**config.mk**
```make
export PLATFORM = sky130hd
export DESIGN_NAME = fir_mac_sequencer
export DESIGN_NICKNAME = d
export VERILOG_FILES = /design/src/rtl/fir_mac_sequencer.sv
export SDC_FILE = /design/constraint.sdc
export NUM_CORES = 1
export LEC_CHECK = 0
export BUFFER_PORTS_ARGS = -buffer_cell sky130_fd_sc_hd__buf_2
export CAP_MARGIN = 20
export CELL_PAD_IN_SITES_DETAIL_PLACEMENT = 0
export CELL_PAD_IN_SITES_GLOBAL_PLACEMENT = 2
export CORE_ASPECT_RATIO = 1.1
export CORE_MARGIN = 4
export CORE_UTILIZATION = 26
export CTS_CLUSTER_SIZE = 20
export DETAILED_ROUTE_END_ITERATION = 8
export HOLD_SLACK_MARGIN = 0.08
export PLACE_DENSITY = 0.7
export SETUP_SLACK_MARGIN = 0.4
export SLEW_MARGIN = 5
export SYNTH_ARGS = -nofsm -noshare
export SYNTH_HDL_FRONTEND = slang
export SYNTH_SLANG_ARGS = --single-unit
export TNS_END_PERCENT = 5
```
**constraint.sdc**
```tcl
create_clock -name clk -period 1.3 [get_ports clk]
set_input_delay 0.26 -clock clk [delete_from_list [all_inputs] [get_ports clk]]
set_output_delay 0.26 -clock clk [all_outputs]
set_load 0.01 [all_outputs]
```
**src/rtl/fir_mac_sequencer.sv**
```systemverilog
// Control FSM for a time-multiplexed FIR: one shared MAC, TAPS cycles per output.
// Optional FIR_SEQ_PERF_CNT_EN adds result_cnt and overrun_flag.
module fir_mac_sequencer #(
  parameter int TAPS   = 8,
  parameter int ADDR_W = 3
) (
  input  logic              clk,
  input  logic              rst,
  input  logic              in_valid,
  output logic              in_ready,
  output logic              shift_en,
  output logic [ADDR_W-1:0] coef_addr,
  output logic              acc_clr,
  output logic              acc_en,
  output logic [1:0]        add_sel,
  output logic              out_load,
  output logic              out_valid,
  input  logic              out_ready,
`ifdef FIR_SEQ_PERF_CNT_EN
  output logic [15:0]       result_cnt,
  output logic              overrun_flag,
`endif
  output logic              busy
);

  localparam logic [ADDR_W-1:0] LAST = ADDR_W'(TAPS - 1);

  localparam logic [1:0] SEL_ZERO = 2'b00;
  localparam logic [1:0] SEL_MAC  = 2'b01;
  localparam logic [1:0] SEL_HOLD = 2'b10;

  typedef enum logic [2:0] {
    S_IDLE,
    S_LOAD,
    S_MAC,
    S_WB,
    S_HOLD
  } state_t;

  state_t            state_q, state_d;
  logic [ADDR_W-1:0] cnt_q, cnt_d;
  logic              shift_en_q, shift_en_d;
  logic [ADDR_W-1:0] coef_addr_q, coef_addr_d;
  logic              acc_clr_q, acc_clr_d;
  logic              acc_en_q, acc_en_d;
  logic [1:0]        add_sel_q, add_sel_d;
  logic              out_load_q, out_load_d;
  logic              out_valid_q, out_valid_d;
  logic              busy_q, busy_d;

  always_comb begin
    state_d = state_q;
    cnt_d   = '0;
    unique case (state_q)
      S_IDLE: if (in_valid) state_d = S_LOAD;
      S_LOAD: state_d = S_MAC;
      S_MAC: begin
        if (cnt_q == LAST) state_d = S_WB;
        else cnt_d = cnt_q + ADDR_W'(1);
      end
      S_WB:   state_d = S_HOLD;
      S_HOLD: if (out_ready) state_d = S_IDLE;
      default: state_d = S_IDLE;
    endcase
  end

  // Outputs decoded from the next state so they are flop outputs.
  always_comb begin
    shift_en_d  = (state_d == S_LOAD);
    acc_clr_d   = (state_d == S_LOAD);
    acc_en_d    = (state_d == S_MAC);
    out_load_d  = (state_d == S_WB);
    out_valid_d = (state_d == S_HOLD);
    busy_d      = (state_d != S_IDLE);
    coef_addr_d = acc_en_d ? cnt_d : '0;
    add_sel_d   = SEL_HOLD;
    unique case (1'b1)
      shift_en_d: add_sel_d = SEL_ZERO;
      acc_en_d:   add_sel_d = SEL_MAC;
      default:    add_sel_d = SEL_HOLD;
    endcase
  end

  always_ff @(posedge clk) begin
    if (rst) begin
      state_q     <= S_IDLE;
      cnt_q       <= '0;
      shift_en_q  <= 1'b0;
      coef_addr_q <= '0;
      acc_clr_q   <= 1'b0;
      acc_en_q    <= 1'b0;
      add_sel_q   <= SEL_HOLD;
      out_load_q  <= 1'b0;
      out_valid_q <= 1'b0;
      busy_q      <= 1'b0;
    end else begin
      state_q     <= state_d;
      cnt_q       <= cnt_d;
      shift_en_q  <= shift_en_d;
      coef_addr_q <= coef_addr_d;
      acc_clr_q   <= acc_clr_d;
      acc_en_q    <= acc_en_d;
      add_sel_q   <= add_sel_d;
      out_load_q  <= out_load_d;
      out_valid_q <= out_valid_d;
      busy_q      <= busy_d;
    end
  end

  assign in_ready  = (state_q == S_IDLE) & ~rst;
  assign shift_en  = shift_en_q;
  assign coef_addr = coef_addr_q;
  assign acc_clr   = acc_clr_q;
  assign acc_en    = acc_en_q;
  assign add_sel   = add_sel_q;
  assign out_load  = out_load_q;
  assign out_valid = out_valid_q;
  assign busy      = busy_q;

`ifdef FIR_SEQ_PERF_CNT_EN
  logic [15:0] result_cnt_q, result_cnt_d;
  logic        overrun_q, overrun_d;

  always_comb begin
    result_cnt_d = result_cnt_q;
    if (out_valid_q && out_ready) result_cnt_d = result_cnt_q + 16'd1;
    // A source pushing while the sink stalls the result is flagged.
    overrun_d = overrun_q | (out_valid_q & in_valid & ~out_ready);
  end

  always_ff @(posedge clk) begin
    if (rst) begin
      result_cnt_q <= '0;
      overrun_q    <= 1'b0;
    end else begin
      result_cnt_q <= result_cnt_d;
      overrun_q    <= overrun_d;
    end
  end

  assign result_cnt   = result_cnt_q;
  assign overrun_flag = overrun_q;
`endif

endmodule

```
==> key figures <==
STA
  • Min cycle time layout: 1.339 ns
  • Relative slew slack: 0.8509
  • Layout Skew: 0.003660 ns
  • Final hold vios: 0
  • Fin worst setup slack: -0.03861 ns
  • Final period utilization: 1.030
  • Fmax achieved: 0.7470 GHz
  • Final Slew Violations: 0
  • Final setup viols: 1
  • RSZ-0062 raised after global routing: true
  • Slew at the pin closest to its max-slew limit: 0.2219 ns

GRT
  • Total track usage: 0.08855
  • Largest net degree at the start of global routing: 10
  • First-pass GRT wire length: 1952 um
  • Total gr overflow: 0
  • Initial antenna violation count: 0
  • Vias in the first global route: 463

Floorplanning
  • Row cnt: 17
  • Ports: 16
  • Die W: 52.32 um
  • Die Y-Extent: 56.75 um
  • Area of the core: 2042 um2
  • Die area: 2969 um2
  • Initial core utilization: 0.2751

Synth
  • Synthesized flop and latch total: 15
  • Post-synth EDFFs: 0
  • Synthesized net count: 56
  • Sequential area share after synthesis: 0.5345
  • Unique cell type count in the Yosys netlist: 21
  • FFs w/ async S/R, synth: 0
  • Dominant synthesized flop cell: dfxtp_1
  • YS warnings: 0
  • Post-Syn Area: around 560 um2
  • Synth Area per Inst: between 10 and 15 um2
  • Synth Instances: 50

Detailed routing
  • DR WL/cell: approximately 11 um
  • Antenna Nets Post-Route: 0
  • Via count: 437
  • Final WL: roughly 1100 um
  • Number of DRC markers in iteration 0: 0
  • Vias per cell: 4.414
  • DRC: 0
  • TritonRoute pass-1 iters: 1

Final layout
  • Most common cell after layout, fill and taps aside: buf_2
  • N_diodes: 0
  • Layout area overhead: 53.67%
  • Final net count: 78
  • # fillers: 216
  • Multi-input logic area: between 300 and 400 um2
  • Sequential cell area: 312.8 um2
  • Most frequent cells in the layout: 10 x buf_2, 8 x buf_6, 7 x dfxtp_2, 7 x dfxtp_1, 4 x buf_4
  • Layout cells sized above 1: 0.7324
  • Final instance area: between 800 and 900 um2

Power
  • Static Leak: 0.0003673 uW
  • VDD IR max: 0.4357 mV
  • Power Dens Cells: 1035 nW/um2

Run status
  • Failing checks: negative setup slack
  • Status: finished with violations

CTS
  • CTS Buf Count: 3
  • Clock Sinks: 15
  • Hold_buf cts: 0
  • Htree depth: 1
  • Clock Path Buffers: 2
  • Clock Latency Late Sink: 0.27 ns
  • Root Driver: clkbuf_4
  • Clock-pin transition on the worst setup and hold timing paths: 0.09 ns
  • CTS tree: yes

Critical path
  • Worst-path fanout max: 6
  • CP endpoint kind: output port
  • Worst Setup Start Kind: flip-flop
  • Crit path kind: flip-flop to output port
  • CP required: 1.04 ns
  • Critical Path AT: 1.08 ns

Place
  • Place WS: 0.02547 ns
  • Dpl hpwl: 800.6 um
  • Placer's final routability congestion estimate: 0.7042
  • Port Buffers: 15
  • Post-DP Area: just under 700 um2

Min path
  • HP Class: primary input to flip-flop

Run
  • Max_cap viols: 0
[flip-flops by register name, summed over array words and instances (netlist names)]
register and count:
add_sel 2, out_load 1, acc_clr 1, state_q 3
busy 1, cnt_q 3, coef_addr 3, out_valid 1
[through the flow]
| step | utilization | setup TNS (ns) | hold slack [ns] | cells | total power [uW] |
|---|---|---|---|---|---|
| floorplan | - | 0 | 0.3291 | 50 | 565.2 |
| CTS | 0.4013 | -0.09333 | 0.2073 | 98 | 899.2 |
| global placement | 0.3388 | 0 | 0.4968 | 93 | 600.5 |
| global route | 0.4228 | -0.1040 | 0.2354 | 99 | 935.3 |
| detailed placement | 0.3388 | 0 | 0.5057 | 93 | 600.7 |
| finish | 0.4228 | -0.03861 | 0.2332 | 99 | 893.4 |
[Yosys cell counts (2+ instances only)]
| cell type | instances | share of area |
|---|---|---|
| nor3_1 | 5 | 0.045 |
| buf_4 | 3 | 0.040 |
| buf_2 | 2 | 0.018 |
| a21oi_1 | 4 | 0.036 |
| ha_1 | 2 | 0.045 |
| and3_1 | 3 | 0.033 |
| nand2b_1 | 2 | 0.022 |
| dfxtp_1 | 15 | 0.53 |
| nor3b_2 | 2 | 0.045 |
[final timing paths]
kind                            slack (ns)          to  cells after the start       start
worst max-delay path                 -0.04    in_ready                      3  state_q[1]
worst min-delay path                  0.23   out_valid                      2         rst
worst max register to register        0.03  add_sel[1]                      4    cnt_q[0]
worst min register to register        0.54    cnt_q[0]                      2    cnt_q[0]
[cell families after synthesis]
kind of cell / after synthesis / share of synthesized area
muxes: 1 / 0.01782
AOI/OAI and AO/OA: 7 / 0.07352
DFF: 15 / 0.5345
and+or+nand+nor: 20 / 0.2717
buffers and inverters: 5 / 0.05790
adders and majority gates: 2 / 0.04454
[routing by layer]
layer | wire [um] | global-route usage
met1 | 500 | 0.1027
met2 | 572 | 0.1348
met3 | 36 | 0.01592
met4 | 27 | 0.07664
met5 | 0 | 0
[repair_timing]
item	CTS	global route
pin swaps	14	11
gates resized for setup	23	10
endpoints found under the setup margin	26	27
setup buffers	1	1
[report_power, final]
part	internal (uW)	switching, uW
clock network	119	136
registers	481	13.7
logic	80.9	63.1
[layout make-up]
class,count,share of cell area
Sequential cell,15,0.3623
Multi-Input combinational cell,30,0.3696
Timing Repair Buffer,22,0.1971
Clock buffer,4,0.03043
Tap cell,28,0.04058
[worst max-delay path, cell delays in order (launching register included)]
cell and delay [ns]:
dfxtp_4 0.37, buf_4 0.16, nor3_2 0.14, buf_2 0.14
No activity file was read; power rests on OpenSTA's default activity.
